File: src/rtl/t02_arb_pkg.sv
// Shared types for the instruction/data memory arbiter.
// States and grant owner encodings.
package t02_arb_pkg;

  typedef enum logic [2:0] {
    IDLE,
    ISSUE,
    WAIT_START,
    WAIT_DONE,
    DONE
  } arb_state_t;

  typedef enum logic {
    OWN_I,
    OWN_D
  } owner_t;

endpackage

File: src/rtl/t02_arb_watchdog.sv
// Transaction watchdog: counts waiting cycles,
// flags expiry on the TIMEOUT-th one.
module t02_arb_watchdog #(
  parameter int TIMEOUT = 255,
  localparam int CW = $clog2(TIMEOUT + 1)
) (
  input  logic clk,
  input  logic rst,
  input  logic clr,
  input  logic inc,
  output logic expire
);

  logic [CW-1:0] cnt;

  always_ff @(posedge clk or posedge rst) begin
    if (rst)
      cnt <= '0;
    else if (clr)
      cnt <= '0;
    else if (inc)
      cnt <= cnt + 1'b1;
  end

  assign expire = inc && (cnt == CW'(TIMEOUT - 1));

endmodule

File: src/rtl/t02_mem_arbiter.sv
// Shares one wishbone manager port between fetch
// and data; data first, burst limit for fetch.
module t02_mem_arbiter
  import t02_arb_pkg::*;
#(
  parameter int ADDR_W      = 32,
  parameter int DATA_W      = 32,
  parameter int MAX_D_BURST = 4,
  parameter int TIMEOUT     = 255
) (
  input  logic              clk,
  input  logic              rst,
  input  logic              en,
  input  logic              i_req,
  input  logic [ADDR_W-1:0] i_addr,
  output logic [DATA_W-1:0] i_rdata,
  output logic              i_ready,
  input  logic              d_req,
  input  logic              d_we,
  input  logic [ADDR_W-1:0] d_addr,
  input  logic [DATA_W-1:0] d_wdata,
  output logic [DATA_W-1:0] d_rdata,
  output logic              d_ready,
  output logic [ADDR_W-1:0] mem_addr,
  output logic [DATA_W-1:0] mem_wdata,
  output logic              mem_ren,
  output logic              mem_wen,
  input  logic [DATA_W-1:0] mem_rdata,
  input  logic              mem_busy,
  output logic              timeout_err
);

  localparam int BW = $clog2(MAX_D_BURST + 1);

  arb_state_t        state, next;
  owner_t            owner_q;
  logic              we_q;
  logic [ADDR_W-1:0] addr_q;
  logic [DATA_W-1:0] wdata_q;
  logic [DATA_W-1:0] rdata_q;
  logic [BW-1:0]     burst_q;

  logic waiting;
  logic expire;
  logic grant_i;
  logic can_grant;
  logic take;

  assign waiting   = (state == WAIT_START) ||
                     (state == WAIT_DONE);
  assign grant_i   = i_req &&
                     (!d_req ||
                      burst_q == BW'(MAX_D_BURST));
  assign can_grant = en && !mem_busy &&
                     (d_req || i_req);
  assign take      = (state == IDLE) && can_grant;

  t02_arb_watchdog #(
    .TIMEOUT(TIMEOUT)
  ) u_wdog (
    .clk   (clk),
    .rst   (rst),
    .clr   (!waiting),
    .inc   (waiting),
    .expire(expire)
  );

  always_comb begin
    next = state;
    unique case (state)
      IDLE:       if (can_grant) next = ISSUE;
      ISSUE:      next = WAIT_START;
      WAIT_START: begin
        if (expire)        next = DONE;
        else if (mem_busy) next = WAIT_DONE;
      end
      WAIT_DONE:  if (expire || !mem_busy)
                    next = DONE;
      DONE:       next = IDLE;
      default:    next = IDLE;
    endcase
  end

  always_ff @(posedge clk or posedge rst) begin
    if (rst) begin
      state       <= IDLE;
      owner_q     <= OWN_I;
      we_q        <= 1'b0;
      addr_q      <= '0;
      wdata_q     <= '0;
      rdata_q     <= '0;
      burst_q     <= '0;
      timeout_err <= 1'b0;
    end else begin
      state <= next;
      if (take) begin
        owner_q <= grant_i ? OWN_I : OWN_D;
        addr_q  <= grant_i ? i_addr : d_addr;
        wdata_q <= grant_i ? '0 : d_wdata;
        we_q    <= grant_i ? 1'b0 : d_we;
      end
      // Burst only counts data grants that held off a fetch
      if (!i_req)
        burst_q <= '0;
      else if (take)
        burst_q <= grant_i ? '0 : burst_q + 1'b1;
      if (waiting && expire) begin
        rdata_q     <= '0;
        timeout_err <= 1'b1;
      end else if (state == WAIT_DONE && !mem_busy) begin
        rdata_q <= we_q ? '0 : mem_rdata;
      end
    end
  end

  assign mem_addr  = (state != IDLE) ? addr_q : '0;
  assign mem_wdata = (state != IDLE) ? wdata_q : '0;
  assign mem_ren   = (state == ISSUE) && !we_q;
  assign mem_wen   = (state == ISSUE) && we_q;
  assign i_ready   = (state == DONE) && (owner_q == OWN_I);
  assign d_ready   = (state == DONE) && (owner_q == OWN_D);
  assign i_rdata   = i_ready ? rdata_q : '0;
  assign d_rdata   = d_ready ? rdata_q : '0;

endmodule

File: config.mk
export PLATFORM = sky130hd
export DESIGN_NAME = t02_mem_arbiter
export DESIGN_NICKNAME = d
export VERILOG_FILES = /design/src/rtl/t02_arb_pkg.sv /design/src/rtl/t02_arb_watchdog.sv /design/src/rtl/t02_mem_arbiter.sv
export SDC_FILE = /design/constraint.sdc
export NUM_CORES = 1
export LEC_CHECK = 0
export CORE_AREA = 2 2 124 126
export CTS_CLUSTER_DIAMETER = 150
export CTS_CLUSTER_SIZE = 16
export DETAILED_ROUTE_END_ITERATION = 8
export DIE_AREA = 0 0 126 128
export PLACE_DENSITY = 0.83
export REMOVE_ABC_BUFFERS = 1
export SLEW_MARGIN = 0
export SYNTH_ARGS = -nofsm -noshare
export SYNTH_HDL_FRONTEND = slang
export SYNTH_HIERARCHICAL = 1
export SYNTH_SLANG_ARGS = --single-unit
File: constraint.sdc
create_clock -name clk -period 3.95 [get_ports clk]
set_input_delay 0.5925 -clock clk [delete_from_list [all_inputs] [get_ports clk]]
set_output_delay 0.5925 -clock clk [all_outputs]
set_load 0.05 [all_outputs]
* After elaboration in Yosys (flattened, before gate mapping)
Cells that the tools add are included.
** Word-level totals
- Output and inout bits :: 133
- Word-level logic and storage cells :: 64
- Register bits :: 113
- Input port bits :: 135
** Cells by class
- Reduce and logical (&&, ||, !) cells :: 22
- Bitwise operators :: 1
- Muxes and demuxes :: 20
- Add/sub/neg operators :: 2
- Equality and inequality tests :: 10
** Operator list (count)
- 32-bit two-way mux :: 9
- 3-bit two-way mux :: 7
- 3-bit case mux with 4 select lines :: 1
- 1-bit logical AND :: 11
- 8-bit by 1-bit adder with 8-bit output, second input constant :: 1
- 8-bit equality test, second input constant :: 1
- 8-bit two-way mux :: 1
- 3-bit by 2-bit equality test with 1-bit output, second input constant :: 2
- 3-bit equality test, second input constant :: 2
- 1-bit logical OR :: 4
- 2-bit by 1-bit inequality test with 1-bit output, second input constant :: 2
- 3-bit by 1-bit adder with 3-bit output, second input constant :: 1
- 3-bit by 1-bit equality test with 1-bit output, second input constant :: 1
- 1-bit logical NOT :: 3
- 3-bit logical NOT :: 1
- 3-bit inequality test, second input constant :: 1
- 3-bit AND reduction :: 1
- 3-bit nonzero test :: 1
- 1-bit two-way mux :: 2
- 2-bit inequality test, second input constant :: 1
- 2-bit nonzero test :: 1
- 1-bit inverter :: 1

* Longest topological paths before layout
Gate-level depths: netlist of run 1.
- Word-level depth :: 6
- Mapped depth :: 9
- Depth with buffers taken out :: 7

* Hierarchy
The synthesis of run 1 kept the hierarchy.
** Modules (own cells, without submodules)
- t02_mem_arbiter :: times used 1, cells each 527, area an instance 5826.8 um2
- t02_arb_watchdog :: times used 1, cells each 42, area an instance 419.2 um2

* Least setup slack after synthesis of run 1
Ideal clock, no wire load.
- Path type :: register to output
- Start :: reg state[1]
- End :: out i_rdata[22]
- Cell stages (with the launch flop) :: 5
- Buffers on the path :: 2
- Setup slack :: 1349 ps
- Arrival time :: 2009 ps
- Path through :: dfrtp_1 -> buf_6 -> nor4b_2 -> clkbuf_1 -> and2_1
** On the way
- Longest elaborated chain between the ends :: 3
** RTL lines
- start, declared :: RTL line t02_mem_arbiter.sv:35 : arb_state_t state, next;
- start signal, assigned :: RTL line t02_mem_arbiter.sv:95 : state <= next;
- 3-bit equality test :: RTL line t02_mem_arbiter.sv:120 : assign i_ready = (state == DONE) && (owner_q == OWN_I);
- 1-bit logical AND :: RTL line t02_mem_arbiter.sv:120
- named net i_ready :: RTL line t02_mem_arbiter.sv:17 : output logic i_ready,
- 32-bit two-way mux :: RTL line t02_mem_arbiter.sv:122 : assign i_rdata = i_ready ? rdata_q : '0;
- end, declared :: RTL line t02_mem_arbiter.sv:16 : output logic [DATA_W-1:0] i_rdata,
The timed path passes the listed nets, and every way through them passes these cells.

* Worst setup path in the final report of run 1
- Start :: reg state[1]
- End :: out d_rdata[6]
** On the way
- Longest elaborated chain between the ends :: 3
** RTL lines
- 3-bit equality test :: RTL line t02_mem_arbiter.sv:121 : assign d_ready = (state == DONE) && (owner_q == OWN_D);
- 1-bit logical AND :: RTL line t02_mem_arbiter.sv:121
- 32-bit two-way mux :: RTL line t02_mem_arbiter.sv:123 : assign d_rdata = d_ready ? rdata_q : '0;
- end, declared :: RTL line t02_mem_arbiter.sv:22 : output logic [DATA_W-1:0] d_rdata,
Every way passes these cells.

==> results.txt, run 1 <==
Maxcap violations = 0
Final number of hold-violating endpoints = 0
Yosys Warn Count = 6
Post-synth EDFFs = 0
Initial DRC count = 335
Reg clk slew, reported paths = 0.05 ns
CTS Buf Count = 17
Post-Synth Simple-Gate Area = 0.194
Req. time, crit path = 3.36 ns
Mapped Area = 6250 sq um
Post-Synth XOR/XNOR Area = 0.00561
Minimum clock period = 3.53 ns
Post-synth top area cell = dfrtp_1
Input/output buffers = 267
DR pass1 iterations = 5
Vias in the first global route = 5372
Clock Path Buffers = 2
Clk sinks = 113
Nets = 951
Flops & latches, synth = 113
PostCTS Resize Cnt = 0
Post-synthesis compound-gate area fraction = 0.277
Commonest non-fill, non-tap cells in the layout = clkdlybuf4s50_1, and2_1, dfrtp_1
Final max-slew violation count = 0
Synthesis-to-finish area growth = 52.4%
CP Cell Sequence = nor2_1 -> and3_1 -> and2_1 -> clkdlybuf4s50_1
Clk_lat worst skew = 0.41 ns
Post-CTS Hold Fix Bufs = 0
Vias = 5434
CTS root buf = clkbuf_16
Top_reg_cell synth = dfrtp_1
CP Max Fanout = 33
Share of cells above drive strength 1 = 0.102
Antenna Cells = 0
Die height = 128 um
Worst vdd ir = 425 uV
Tot GR Track Use = 0.224
Slowest stage cell, crit path = clkdlybuf4s50_1
Adder-cell share of the synthesized area = 0.00801
Final setup viols = 0
Die X = 126 um
H-tree levels = 4
Largest net degree at the start of global routing = 80
Synthesized area per cell = 11.0 sq um
Clock skew = 0.00783 ns
DRC Markers = 0
Rows = 45
Core area = 14900 sq um
Die area = 16100 sq um
Outcome = finished, final reports clean
Per-cell routed wire length = 17.5 um
Post-synth cell types = 45
Gpl congestion = 0.842
Post-CTS Setup Repair Bufs = 0
Initial antenna violation count = 0
First-pass GRT wire length = 28.6 mm
Slowest stage delay, CP = 0.81 ns
Critical path class = reg -> out
Max-slew headroom = 0.252
Dpl hpwl = 12.3 mm
CP Capture Type = output port
Share of synthesized flip-flops with an asynchronous set or reset = 1.00
Final setup TNS = 0 ns
Most common cell after layout, fill and taps aside = clkdlybuf4s50_1
HP Class = reg -> reg
Cell Pwr Density = 769 nW/um^2
Initial Util = 0.420
Mux share of post-synthesis cell area = 0
Register area share after synthesis = 0.453
Slew @ Worst Pin = 1.12 ns
Fin crit share = 0.894
Vias/cell = 5.37
Drt total wl = 17.7 mm
F_max = 283 MHz
Ports = 268
Leakage = 3.77 nW
Worst EP arrival = 2.94 ns
Top-area cell type share of the netlist area = 0.453
Final ANT Viol Nets = 0
Fin util = 0.640
RSZ-0062 raised after global routing = false
Dominant cells by area after synthesis = dfrtp_1, and2_1, a31oi_4
Main combinational cell family by area after synthesis = compound AO/OA/AOI/OAI gates
Synth Instances = 569
GRT overflow = 0
CP Launch Type = flop
CTS tree = yes
## synthesized netlist by cell type, types with 2 or more instances
library cell and number:
a22o_1 65, a211oi_1 4, xor2_1 3, buf_12 3, nand3_1 32, nand4_1 4, a31o_1 2, inv_1 7
buf_2 14, nor2_1 8, o21ai_0 35, buf_6 9, and3_1 3, a31oi_4 30, a21o_1 2, and2_1 128
nand2_1 3, nor3_1 2, inv_2 2, or3_1 4, nor2b_1 2, a31oi_1 35, nand2b_1 2, clkbuf_1 32
a21oi_1 3, ha_1 4, dfrtp_1 113
## worst max-delay path, delay by kind of cell (launching register included)
family	cells	cell delay, ns
buffers and inverters	1	0.81
flip-flops	1	0.51
AND/OR/NAND/NOR	3	1.21
## final timing paths
check                                 to  cells past startpoint  slack [ns]        start
min in group asynchronous  u_wdog/cnt[5]                      2        0.53          rst
max in group asynchronous    wdata_q[29]                      3        2.32          rst
hold / removal               timeout_err                      1        0.47  timeout_err
setup reg to reg             rdata_q[17]                      6        1.49     state[1]
setup / recovery              d_rdata[6]                      4        0.42     state[1]
hold reg to reg              timeout_err                      1        0.47  timeout_err
## power breakdown
group          switching [mW]  total [mW]  internal (mW)  leakage [nW]
sequential              0.324        1.97           1.65          1.40
combinational            2.38        3.91           1.53          2.10
clock                   0.505        1.43          0.924         0.270
total                    3.21        7.31           4.10          3.77
## flip-flops by register name, indices dropped and copies added, names as in the netlist
signal	flops
addr_q	32
burst_q	3
owner_q	1
rdata_q	32
state	3
timeout_err	1
u_wdog/cnt	8
wdata_q	32
we_q	1
## logic make-up (layout without fill, tap and decap cells)
family | Yosys count | count (layout)
DFF | 113 | 113
adders and majority gates | 4 | 4
xor gates and xnor gates | 4 | 4
buffers and inverters | 68 | 323
and+or+nand+nor | 198 | 198
AOI/OAI and AO/OA | 182 | 182
## final cells by class
| class | instances | area [sq um] |
|---|---|---|
| Inverter | 9 | 36.3 |
| Timing Repair Buffer | 283 | 2810 |
| Tap cell | 188 | 235 |
| Multi-Input combinational cell | 388 | 3060 |
| Clock buffer | 26 | 499 |
| Fill cell | 1228 | 5350 |
| Sequential cell | 113 | 2830 |
| Clock inverter | 5 | 52.6 |
## metal layers
metal / track usage / up-vias / routed length, um
met5: 0 / - / 0
met4: 0.109 / 0 / 626
met3: 0.0639 / 40 / 1350
met2: 0.371 / 240 / 8660
met1: 0.270 / 2611 / 7070
li1: - / 2543 / -
## metrics by stage
step           instance area (sq um)  std cells  setup WS [ns]  power (mW)  hold slack [ns]
2_1_floorplan                   5890        510         -0.358        4.57            0.408
3_3_place_gp                    8960        981          0.954        5.85            0.441
3_5_place_dp                    8960        981          0.830        5.91            0.450
4_1_cts                         9520       1012          0.391        7.38            0.468
5_1_grt                         9520       1012          0.149        7.68            0.479
6_report                        9520       1012          0.418        7.31            0.467
Note: power is estimated with default switching activity, not from simulation.
==> run 2: changes to the inputs <==
Settings changed: CAP_MARGIN from default to 10, CTS_CLUSTER_DIAMETER 150 to 100, GPL_TIMING_DRIVEN from default to 0.
==> results.txt, run 2 (synthesized netlist as in run 1, its figures left out) <==
GRT overflow = 0
Rows = 45
First-pass GRT wire length = 28.5 mm
Die X = 126 um
Share of power burned in registers = 0.267
Final max-slew violation count = 0
Worst vdd ir = 424 uV
Final non-filler cell total = 1005
DRC Markers = 0
Initial Util = 0.420
DR pass1 iterations = 4
CTS tree = yes
Gpl congestion = 0.828
Final setup viols = 0
Clk_lat worst skew = 0.41 ns
Synthesis-to-finish area growth = 54.4%
Post-CTS Setup Repair Bufs = 0
Vias in the first global route = 5444
Initial DRC count = 247
Reg clk slew, reported paths = 0.05 ns
Cell-internal power = 4.17 mW
CTS Buf Count = 17
Vias = 5420
Max-slew headroom = 0.283
Slew @ Worst Pin = 1.08 ns
Critical path class = reg -> out
H-tree levels = 4
Initial antenna violation count = 1
Per-cell routed wire length = 17.5 um
Dpl hpwl = 12.5 mm
Fin crit share = 0.913
Part of the power in combinational logic = 0.538
CP Max Fanout = 33
Commonest non-fill, non-tap cells in the layout = clkdlybuf4s50_1, and2_1, dfrtp_1
HP Class = reg -> reg
RSZ-0062 raised after global routing = false
Sw Pwr = 3.21 mW
CTS root buf = clkbuf_16
Most common cell after layout, fill and taps aside = clkdlybuf4s50_1
Antenna Cells = 0
Maxcap violations = 0
Hold Slack = 0.480 ns
Outcome = finished, final reports clean
Worst EP arrival = 3.01 ns
DP Area = 9090 sq um
PostCTS Resize Cnt = 0
Nets = 945
Share of cells above drive strength 1 = 0.0979
Final setup TNS = 0 ns
Clock power frac = 0.196
Clk sinks = 113
Clock Path Buffers = 2
Die area = 16100 sq um
Cell Pwr Density = 765 nW/um^2
Sw Share = 0.435
Post-CTS Hold Fix Bufs = 0
Final ANT Viol Nets = 0
Fin util = 0.649
Largest regs = addr_q x32, rdata_q x32, wdata_q x32
Input/output buffers = 267
Place WS = 0.281 ns
Setup ws final = 0.346 ns
Minimum clock period = 3.60 ns
Die height = 128 um
Clock skew = 0.00672 ns
Vias/cell = 5.39
Drt total wl = 17.6 mm
Total power = 7.38 mW
Largest net degree at the start of global routing = 54
Req. time, crit path = 3.36 ns
Ports = 268
Tot GR Track Use = 0.224
CP Capture Type = output port
Post-route cell area = 9650 sq um
Leakage = 3.81 nW
Core area = 14900 sq um
CP Launch Type = flop
Dpl cells = 975
Final number of hold-violating endpoints = 0
F_max = 277 MHz
[run 2: cell count changes in the layout (fill, tap and decap cells not counted), sizes merged]
cell and change:
buf -6, clkbuf -1
[run 2: final timing paths]
check | from | to | slack [ns] | depth (start not counted)
worst max-delay path | state[1] | d_rdata[20] | 0.35 | 4
worst min-delay path | timeout_err | timeout_err | 0.48 | 1
worst min register to register | timeout_err | timeout_err | 0.48 | 1
max in group asynchronous | rst | burst_q[0] | 2.55 | 3
min in group asynchronous | rst | u_wdog/cnt[5] | 0.52 | 2
worst max register to register | state[1] | rdata_q[15] | 1.26 | 7
[run 2: area by class of cell]
| type | instances | area (sq um) |
|---|---|---|
| timing repair buffer | 277 | 2920 |
| inverter | 9 | 36.3 |
| clock buffer | 25 | 505 |
| fill | 1200 | 5220 |
| sequential | 113 | 2830 |
| tap | 188 | 235 |
| multi-input combinational | 388 | 3070 |
| clock inverter | 5 | 52.6 |
[run 2: critical path: stages, from the launching register on]
cell and delay (ns):
dfrtp_1 0.51, nor2_1 0.22, and3_1 0.78, and2_1 0.27, clkdlybuf4s50_1 0.81
[run 2: metal layers]
layer / part of all wire / routed length [um] / GRT usage
met3: 0.071 / 1250 / 0.0710
met2: 0.50 / 8780 / 0.380
met5: 0.00074 / 13 / 0
met1: 0.40 / 6990 / 0.260
met4: 0.030 / 526 / 0.0989
[run 2: power groups by stage]
stage | Combinational (mW) | Clock (mW) | Sequential, mW
final | 3.97 | 1.44 | 1.97
after global routing | 4.18 | 1.53 | 2.03
after CTS | 4.01 | 1.47 | 1.97
after detailed placement | 3.99 | 0 | 1.98
after global placement | 3.84 | 0 | 1.94
after floorplan | 2.70 | 0 | 1.86
